File: src/rtl/multicycle_control.sv
// ----------------------------------------------------------------------------
// multicycle_control
//
// Moore-style control FSM for the multicycle datapath. One instruction at a
// time moves through fetch (PC, IR), decode, execute (ULA), optional data
// memory access and register writeback. The FSM drives every enable and
// select the datapath needs. It runs the data-memory req/ack handshake with
// a bounded wait and counts retired instructions.
//
// Ports:
//   clock          single system clock, rising-edge active
//   reset          asynchronous, active-low reset
//   run            start request, only looked at while IDLE
//   instrucao      IR contents, valid from DECODE onward
//   dmem_ack       data memory finished the pending request this cycle
//   pc_write       PC <= PC+1 at the end of this cycle
//   ir_write       IR loads the instruction-memory output at end of cycle
//   reg_write      register C (instrucao[23:20]) written at end of cycle
//   alu_funct      ULA operation select
//   alu_src_const  ULA B operand comes from the extended constant
//   const_mode     constant extension mode (00 sext, 01 low half, 10 high)
//   dmem_req       data-memory request, held until acknowledged
//   dmem_we        store qualifier, valid together with dmem_req
//   wb_sel         writeback source: 0 ULA result, 1 memory data
//   state          current state encoding, for debug visibility
//   halted         sticky, a HALT instruction was executed
//   illegal        sticky, an undefined instruction class was decoded
//   timeout        sticky, dmem_ack did not arrive within DMEM_TIMEOUT
//   retired        number of completed instructions, wraps silently
// ----------------------------------------------------------------------------
module multicycle_control #(
    parameter int RETIRED_W    = 32,
    parameter int DMEM_TIMEOUT = 16
) (
    input  logic                 clock,
    input  logic                 reset,
    input  logic                 run,
    input  logic [31:0]          instrucao,
    input  logic                 dmem_ack,
    output logic                 pc_write,
    output logic                 ir_write,
    output logic                 reg_write,
    output logic [4:0]           alu_funct,
    output logic                 alu_src_const,
    output logic [1:0]           const_mode,
    output logic                 dmem_req,
    output logic                 dmem_we,
    output logic                 wb_sel,
    output logic [2:0]           state,
    output logic                 halted,
    output logic                 illegal,
    output logic                 timeout,
    output logic [RETIRED_W-1:0] retired
);

    typedef enum logic [2:0] {
        S_IDLE      = 3'b000,
        S_FETCH     = 3'b001,
        S_DECODE    = 3'b010,
        S_EXECUTE   = 3'b011,
        S_MEMORY    = 3'b100,
        S_WRITEBACK = 3'b101,
        S_STOP      = 3'b110
    } state_t;

    typedef enum logic [1:0] {
        CLS_R     = 2'b00,
        CLS_CONST = 2'b01,
        CLS_MEM   = 2'b10,
        CLS_NONE  = 2'b11
    } class_t;

    localparam logic [31:0] NOP_WORD  = 32'h0000_0000;
    localparam logic [31:0] HALT_WORD = 32'hFFFF_FFFF;

    // The last MEMORY cycle index that may still receive an ack. The wait
    // counter starts at zero on entry, so DMEM_TIMEOUT cycles are 0..N-1.
    localparam logic [7:0] WAIT_LAST = 8'(DMEM_TIMEOUT - 1);

    localparam logic [4:0] FUNCT_LOW_HALF  = 5'b01101;
    localparam logic [4:0] FUNCT_HIGH_HALF = 5'b01110;

    state_t     state_q;
    state_t     state_d;
    class_t     class_q;
    class_t     class_dec;
    logic [7:0] wait_cnt;

    logic       retire_now;
    logic       set_halt;
    logic       set_illegal;
    logic       set_timeout;

    // Instruction class from the top three opcode bits. The exact NOP and
    // HALT words are recognised separately in DECODE before this is used.
    always_comb begin
        class_dec = CLS_NONE;
        unique case (instrucao[31:29])
            3'b001:  class_dec = CLS_R;
            3'b010:  class_dec = CLS_CONST;
            3'b100:  class_dec = CLS_MEM;
            default: class_dec = CLS_NONE;
        endcase
    end

    // State register.
    always_ff @(posedge clock or negedge reset) begin
        if (!reset) begin
            state_q <= S_IDLE;
        end else begin
            state_q <= state_d;
        end
    end

    // The class is captured in DECODE. Later states then steer the selects
    // from a stable copy, even if the IR source changes under them.
    always_ff @(posedge clock or negedge reset) begin
        if (!reset) begin
            class_q <= CLS_NONE;
        end else if (state_q == S_DECODE) begin
            class_q <= class_dec;
        end
    end

    // The ack-wait counter restarts whenever the FSM is outside MEMORY. Each
    // visit to MEMORY therefore starts counting from zero.
    always_ff @(posedge clock or negedge reset) begin
        if (!reset) begin
            wait_cnt <= 8'd0;
        end else if (state_q != S_MEMORY) begin
            wait_cnt <= 8'd0;
        end else begin
            wait_cnt <= wait_cnt + 8'd1;
        end
    end

    // Retired counter and sticky error/halt flags. Only reset clears them.
    always_ff @(posedge clock or negedge reset) begin
        if (!reset) begin
            retired <= '0;
            halted  <= 1'b0;
            illegal <= 1'b0;
            timeout <= 1'b0;
        end else begin
            if (retire_now) begin
                retired <= retired + 1'b1;
            end
            if (set_halt) begin
                halted <= 1'b1;
            end
            if (set_illegal) begin
                illegal <= 1'b1;
            end
            if (set_timeout) begin
                timeout <= 1'b1;
            end
        end
    end

    // Next-state and Moore outputs. Strobes depend only on the current state.
    // The select lines also depend on the latched class and the IR fields.
    // EXECUTE, MEMORY and WRITEBACK all present the same selects, so the
    // datapath sees them steady for the whole instruction.
    always_comb begin
        state_d       = state_q;
        pc_write      = 1'b0;
        ir_write      = 1'b0;
        reg_write     = 1'b0;
        alu_funct     = 5'b00000;
        alu_src_const = 1'b0;
        const_mode    = 2'b00;
        dmem_req      = 1'b0;
        dmem_we       = 1'b0;
        wb_sel        = 1'b0;
        retire_now    = 1'b0;
        set_halt      = 1'b0;
        set_illegal   = 1'b0;
        set_timeout   = 1'b0;

        if ((state_q == S_EXECUTE) || (state_q == S_MEMORY) ||
            (state_q == S_WRITEBACK)) begin
            unique case (class_q)
                CLS_R: begin
                    alu_funct = instrucao[28:24];
                end
                CLS_CONST: begin
                    alu_funct     = instrucao[28:24];
                    alu_src_const = 1'b1;
                    if (instrucao[28:24] == FUNCT_LOW_HALF) begin
                        const_mode = 2'b01;
                    end else if (instrucao[28:24] == FUNCT_HIGH_HALF) begin
                        const_mode = 2'b10;
                    end else begin
                        const_mode = 2'b00;
                    end
                end
                default: begin
                    // Memory address is A + 0, so the ULA performs an add.
                    alu_funct = 5'b00000;
                end
            endcase
        end

        unique case (state_q)
            S_IDLE: begin
                if (run) begin
                    state_d = S_FETCH;
                end
            end

            S_FETCH: begin
                ir_write = 1'b1;
                pc_write = 1'b1;
                state_d  = S_DECODE;
            end

            S_DECODE: begin
                if (instrucao == NOP_WORD) begin
                    retire_now = 1'b1;
                    state_d    = S_FETCH;
                end else if (instrucao == HALT_WORD) begin
                    set_halt = 1'b1;
                    state_d  = S_STOP;
                end else if (class_dec == CLS_NONE) begin
                    set_illegal = 1'b1;
                    state_d     = S_STOP;
                end else begin
                    state_d = S_EXECUTE;
                end
            end

            S_EXECUTE: begin
                state_d = (class_q == CLS_MEM) ? S_MEMORY : S_WRITEBACK;
            end

            S_MEMORY: begin
                dmem_req = 1'b1;
                dmem_we  = instrucao[24];
                if (dmem_ack) begin
                    if (instrucao[24]) begin
                        // A store has nothing to write back, so it retires here.
                        retire_now = 1'b1;
                        state_d    = S_FETCH;
                    end else begin
                        state_d = S_WRITEBACK;
                    end
                end else if (wait_cnt == WAIT_LAST) begin
                    set_timeout = 1'b1;
                    state_d     = S_STOP;
                end
            end

            S_WRITEBACK: begin
                reg_write  = 1'b1;
                wb_sel     = (class_q == CLS_MEM);
                retire_now = 1'b1;
                state_d    = S_FETCH;
            end

            S_STOP: begin
                state_d = S_STOP;
            end

            default: begin
                state_d = S_IDLE;
            end
        endcase
    end

    assign state = state_q;

endmodule

File: config.mk
export PLATFORM = sky130hd
export DESIGN_NAME = multicycle_control
export DESIGN_NICKNAME = d
export VERILOG_FILES = /design/src/rtl/multicycle_control.sv
export SDC_FILE = /design/constraint.sdc
export NUM_CORES = 1
export LEC_CHECK = 0
export CAP_MARGIN = 20
export CORE_MARGIN = 2
export CORE_UTILIZATION = 46
export CTS_CLUSTER_SIZE = 16
export DETAILED_ROUTE_END_ITERATION = 10
export PLACE_DENSITY = 0.8
export SYNTH_ARGS = -nofsm -noshare
export SYNTH_HDL_FRONTEND = slang
export SYNTH_SLANG_ARGS = --single-unit
File: constraint.sdc
create_clock -name clock -period 2.5 [get_ports clock]
set_clock_uncertainty 0.15 [all_clocks]
set_input_delay 0.5 -clock clock [delete_from_list [all_inputs] [get_ports clock]]
set_output_delay 0.5 -clock clock [all_outputs]
set_load 0.01 [all_outputs]
==> summary.md, run 1 <==
| Metric | Value |
|---|---|
| H-tree Lvls | 2 |
| Outcome | complete, no violations |
| Antenna Diode Count | 0 |
| Row cnt | 27 |
| Post-synthesis sequential area ratio | 0.456 |
| TritonCTS clock tree | built |
| CP endpoint kind | flop |
| Avg WL per Cell | 14.3 µm |
| Syn Nets | 301 |
| Drt pass-1 iters | 4 |
| Iter 0 DRT Violations | 87 |
| Post-Synthesis Cell Area | 2640 µm² |
| WL final | 6450 µm |
| Via count | 2468 |
| Fin util | 0.697 |
| GRT Total Usage | 0.211 |
| Antenna viol nets, final | 0 |
| DIE AREA | 6360 µm² |
| Clock Latency Late Sink | 0.29 ns |
| Detailed Place HPWL | 5150 µm |
| Post-route insts no fill | 451 |
| Fin nets | 416 |
| Sequential Power Share | 0.393 |
| Warnings, synthesis | 0 |
| Count of cell types in the netlist | 43 |
| Final hold vios | 0 |
| Clock buffer depth | 2 |
| Arrival time worst endpoint | 2.46 ns |
| Commonest non-fill, non-tap cells in the layout | 76 x clkdlybuf4s50_1, 46 x dfrtp_1, 28 x buf_4 |
| Average cell area after synthesis | 10.0 µm² |
| WP data required | 2.56 ns |
| I/O Pins | 88 |
| Pint | 1.68 mW |
| Final min period | 2.40 ns |
| Synthesis-to-layout area growth | 46.3% |
| Crit-path max cell delay | 0.46 ns |
| First-pass GRT wire length | 10800 µm |
| Final setup margin | 0.104 ns |
| Clock root cell | clkbuf_8 |
| CP max stage cell | clkdlybuf4s50_1 |
| Pwr Density | 668 nW/µm² |
| Critical path class | primary input to flop |
| Worst slew pin tran | 0.416 ns |
| Fmax | 0.417 GHz |
| Most common cell after layout, fill and taps aside | clkdlybuf4s50_1 |
| FF+latch count, synth | 48 |
| Setup-failing EPs final | 0 |
| Comb pwr share | 0.425 |
| Via density | 5.47 |
| HP Class | flop to flop |
| Slew HR | 0.723 |
| Share of layout cells above drive strength 1 | 0.164 |
| Placer congestion estimate | 0.820 |
| Max cap viols | 0 |
| Largest net degree at the start of global routing | 21 |
| Slew Viols, Final | 0 |
| Pre-CTS worst setup slack | -0.288 ns |
| TritonCTS Buffers | 5 |
| Crit path top cell by count | nor4_2 |
| Placed Cells | 441 |
| Die Span Y | 79.7 µm |
| Fin crit share | 0.959 |
| Mapped Cells | 263 |
| Core ar. | 5540 µm² |
| CTS clock-pin slew for the worst setup and hold paths | 0.09 ns |
| Initial antenna violation count | 0 |
| Port Buffers | 87 |
| Startpoint types | primary input |
| Crit-path cells | clkdlybuf4s50_1 -> nor4_2 -> nand4_1 -> o32a_4 -> nor4_2 -> xor2_1 |
| Leak | 1.65 nW |
| CP Max Fanout | 15 |
| Vias in the first global route | 2406 |
| Total gr overflow | 0 |
| Drc violations | 0 |
| Die X | 79.7 µm |
| Starting Density | 0.476 |
| Peak supply drop | 0.390 mV |
| Clock power frac | 0.182 |
| Sw Share | 0.349 |
| NetSw | 0.901 mW |
| CTS sink cnt | 48 |
per-layer routing:
metal,vias up,global-route usage,wire length (µm)
met5,-,0,0
met4,0,0.0508,23
met3,4,0.0464,433
met2,90,0.377,3220
met1,1192,0.259,2770
li1,1182,-,-
final cells by class:
cell class | instances | area (µm²)
clock inverters | 1 | 7.51
clock buffers | 7 | 86.3
inverters | 6 | 22.5
flip-flops and latches | 48 | 1200
well taps | 72 | 90.1
repair buffers | 116 | 1070
multi-input cells | 201 | 1380
fillers | 455 | 1680
synth_stat cells:
cell type	instances	area, µm²
a21oi_1	5	25.0
a22oi_1	1	7.51
a31o_1	1	8.76
a31o_2	1	8.76
and2_1	8	50.1
and3_1	6	37.5
and4_1	2	17.5
and4bb_1	1	12.5
buf_4	1	7.51
buf_6	3	33.8
clkbuf_1	4	15.0
dfrtp_1	46	1150
dfstp_2	2	52.6
ha_1	2	25.0
inv_1	6	22.5
nand2_1	22	82.6
nand2_2	1	6.26
nand2b_1	2	12.5
nand3_1	14	70.1
nand4_1	22	138
nand4_2	1	12.5
nand4b_1	2	17.5
nand4bb_1	1	11.3
nor2_1	24	90.1
nor2b_1	3	18.8
nor3_1	3	15.0
nor3_2	5	50.1
nor3b_1	1	7.51
nor4_1	12	75.1
nor4_2	5	62.6
nor4_4	1	21.3
o211ai_1	1	7.51
o21ai_0	6	30.0
o21bai_1	1	7.51
o22a_1	1	8.76
o22ai_1	1	6.26
o31ai_1	1	7.51
o32a_4	1	22.5
o32ai_2	1	16.3
or3b_2	1	8.76
or4_1	1	7.51
xnor2_1	25	219
xor2_1	15	131
state kept, by name, summed over array words and instances (netlist names):
name,flops
wait_cnt,8
timeout,1
illegal,1
retired,32
class_q,2
state,3
halted,1
power groups by stage:
stage                     Sequential, mW  Combinational [mW]  Clock, mW
after global routing                1.03                1.19      0.522
after CTS                           1.01                1.09      0.491
after floorplan                     1.04               0.509          0
after detailed placement            1.02                1.09          0
after global placement              1.02                1.07          0
final                               1.01                1.10      0.470
final timing paths:
check	from	endpoint	slack [ns]	depth (start not counted)
worst max-delay path	instrucao[14]	retired[29]	0.10	6
worst min-delay path	wait_cnt[0]	wait_cnt[0]	0.30	1
worst max register to register	state[2]	retired[29]	0.35	6
worst min register to register	wait_cnt[0]	wait_cnt[0]	0.30	1
max in group asynchronous	reset	class_q[0]	1.09	3
min in group asynchronous	reset	retired[20]	0.51	2
repair_timing:
item                       in CTS  in global routing
resized for setup              11                 10
hold endpoints to repair       18                  0
setup endpoints to repair      11                 27
hold buffers                    1                  0
pin swaps                       1                  1
buffers inserted                0                  1
cells by family after synthesis:
| family | after synthesis | share of synthesized area |
|---|---|---|
| adders and majority gates | 2 | 0.00948 |
| and+or+nand+nor | 138 | 0.312 |
| buffers and inverters | 14 | 0.0299 |
| xor gates and xnor gates | 40 | 0.133 |
| AOI/OAI and AO/OA | 21 | 0.0593 |
| DFF | 48 | 0.456 |
worst max-delay path, delay by kind of cell:
kind / cells / cell delay [ns]
AOI/OAI and AO/OA: 1 / 0.45
and+or+nand+nor: 3 / 0.85
xor gates and xnor gates: 1 / 0.18
buffers and inverters: 1 / 0.46
per-stage QoR:
step                power (mW)  hold WS, ns  setup TNS [ns]  area, µm²
finish                    2.58        0.304               0       3860
global route              2.74        0.321          -0.209       3860
CTS                       2.60        0.306               0       3850
detailed placement        2.11        0.293           -7.07       3740
global placement          2.09        0.287           -6.19       3740
floorplan                 1.55       0.0544               0       2640
Power figures use the tool's default switching activity.
==> run 2: changes to the inputs <==
ABC_CLOCK_PERIOD_IN_PS = 2500   (was unset)
==> results of run 2 <==
Final layout, timing and power as in run 1 (identical DEF).
==> run 3: changes to the inputs <==
CORE_UTILIZATION = 47   (was 46)
CTS_BUF_LIST = sky130_fd_sc_hd__clkbuf_8   (was unset)
HOLD_SLACK_MARGIN = 0.08   (was unset)
PLACE_DENSITY = 0.82   (was 0.8)
==> run 3 against run 2 <==
  * Wire length grew 2.8%
  * Via count increased by 1.8%
  * Sequential share of layout area is 0.24 points lower
  * Count of clock-buffer cells in the layout fell by 1
  * Final area rose by 0.78%
  * Register-to-register slack gained 0.03 ns
  * Final cell count down 0.22%
  * Highest routed layer unchanged
==> summary.md, run 3 (same netlist as run 1, synthesis figures left out) <==
| Metric | Value |
|---|---|
| Sequential Power Share | 0.389 |
| Row cnt | 27 |
| Die Span Y | 78.9 µm |
| Peak supply drop | 0.403 mV |
| Startpoint types | flop |
| Comb pwr share | 0.426 |
| Critical path class | flop to output port |
| Setup-failing EPs final | 0 |
| Drt pass-1 iters | 4 |
| CP endpoint kind | output port |
| Initial antenna violation count | 0 |
| Port Buffers | 87 |
| Slew HR | 0.727 |
| Fin util | 0.711 |
| Detailed Place HPWL | 5110 µm |
| Arrival time worst endpoint | 1.77 ns |
| Starting Density | 0.482 |
| Vias in the first global route | 2478 |
| Antenna Diode Count | 0 |
| Via count | 2513 |
| DIE AREA | 6230 µm² |
| Drc violations | 0 |
| NetSw | 0.919 mW |
| Share of layout cells above drive strength 1 | 0.169 |
| H-tree Lvls | 2 |
| Core ar. | 5470 µm² |
| Outcome | complete, no violations |
| Placer congestion estimate | 0.831 |
| Leak | 1.65 nW |
| First-pass GRT wire length | 11100 µm |
| TritonCTS Buffers | 5 |
| Worst slew pin tran | 0.405 ns |
| Pwr Density | 671 nW/µm² |
| Fin crit share | 0.967 |
| R2r setup slk | 0.38 ns |
| Critical R2R Capture | retired[31] |
| Avg WL per Cell | 14.7 µm |
| Depth of the most critical reg-to-reg path | 6 |
| RSZ-0062 raised after global routing | yes |
| Die X | 78.9 µm |
| Finished Cell Area | 3890 µm² |
| WP data required | 1.85 ns |
| Via density | 5.58 |
| CTS clock-pin slew for the worst setup and hold paths | 0.08 ns |
| Iter 0 DRT Violations | 164 |
| HP Class | flop to flop |
| Reg with most FFs | retired |
| Worst setup endpoint | wb_sel |
| Final min period | 2.42 ns |
| Clock buffer depth | 2 |
| Slew Viols, Final | 0 |
| Antenna viol nets, final | 0 |
| CP Max Fanout | 11 |
| Largest net degree at the start of global routing | 49 |
| TritonCTS clock tree | built |
| Fin nets | 415 |
| Pint | 1.69 mW |
| Clock Latency Late Sink | 0.30 ns |
| Total gr overflow | 0 |
| Fmax | 0.414 GHz |
| # fillers | 432 |
| Final hold vios | 0 |
| Most common cell after layout, fill and taps aside | clkdlybuf4s50_1 |
| CTS sink cnt | 48 |
| Clock root cell | clkbuf_8 |
| Sw Share | 0.352 |
| Commonest non-fill, non-tap cells in the layout | 75 x clkdlybuf4s50_1, 46 x dfrtp_1, 25 x xnor2_1, 25 x buf_4, 24 x nor2_1 |
| Max reg flops | 32 |
| Max cap viols | 0 |
| I/O Pins | 88 |
| Synthesis-to-layout area growth | 47.4% |
| Worst r2r src | state[2] |
| GRT Total Usage | 0.226 |
| Critical Path Start | state[1] |
| WL final | 6640 µm |
| Clock power frac | 0.185 |
| Placed Area | 3740 µm² |
==> run 3: stage by stage <==
stage	power, mW	setup WS (ns)	std cells	setup TNS, ns	hold WS (ns)
after global routing	2.77	-0.00154	450	-0.00334	0.331
final	2.61	0.0833	450	0	0.316
after global placement	2.09	-0.198	439	-4.60	0.288
after detailed placement	2.11	-0.271	439	-7.27	0.309
after CTS	2.61	0.0162	449	0	0.322
after floorplan	1.55	0.231	263	0	0.0544
==> run 3: worst min path at each step <==
stage	from	end	cells after the start
after floorplan	reset	halted	0
after global placement	wait_cnt[0]	wait_cnt[0]	1
after detailed placement	illegal	illegal	1
after CTS	wait_cnt[0]	wait_cnt[0]	1
after global routing	retired[31]	retired[31]	1
final	retired[31]	retired[31]	1
==> run 3: cell type report <==
class	instances	area (µm²)	area share
inverter	6	22.5	0.00579
sequential	48	1200	0.309
clock inverter	2	15.0	0.00386
tap	72	90.1	0.0232
timing repair buffer	115	1090	0.280
multi-input combinational	201	1390	0.357
clock buffer	6	82.6	0.0212
==> run 3: worst max-delay path: stages, from the launching register on <==
cell and delay (ns):
dfrtp_1 0.42, buf_4 0.19, nor2b_2 0.15, and3_1 0.17
clkdlybuf4s50_1 0.54
==> run 3: timing repair <==
| item | CTS | global route |
|---|---|---|
| endpoints found under the setup margin | 12 | 33 |
| buffers inserted | 1 | 1 |
| endpoints found under the hold margin | 46 | 0 |
| resized for setup | 11 | 16 |
| hold buffers | 1 | 0 |
| pin swaps | 1 | 2 |
==> run 3: layer usage <==
layer / up-vias / share of wire / track usage
met5: - / 0 / 0
met4: 0 / 0.023 / 0.0879
met3: 13 / 0.069 / 0.0648
met2: 99 / 0.52 / 0.416
met1: 1225 / 0.39 / 0.244
li1: 1176 / - / -
==> run 3: power by group through the flow <==
stage                     sequential (mW)  combinational, mW  clock, mW
after global routing                 1.03               1.21      0.535
after floorplan                      1.04              0.509          0
after global placement               1.02               1.07          0
after CTS                            1.01               1.10      0.494
final                                1.02               1.11      0.484
after detailed placement             1.03               1.09          0
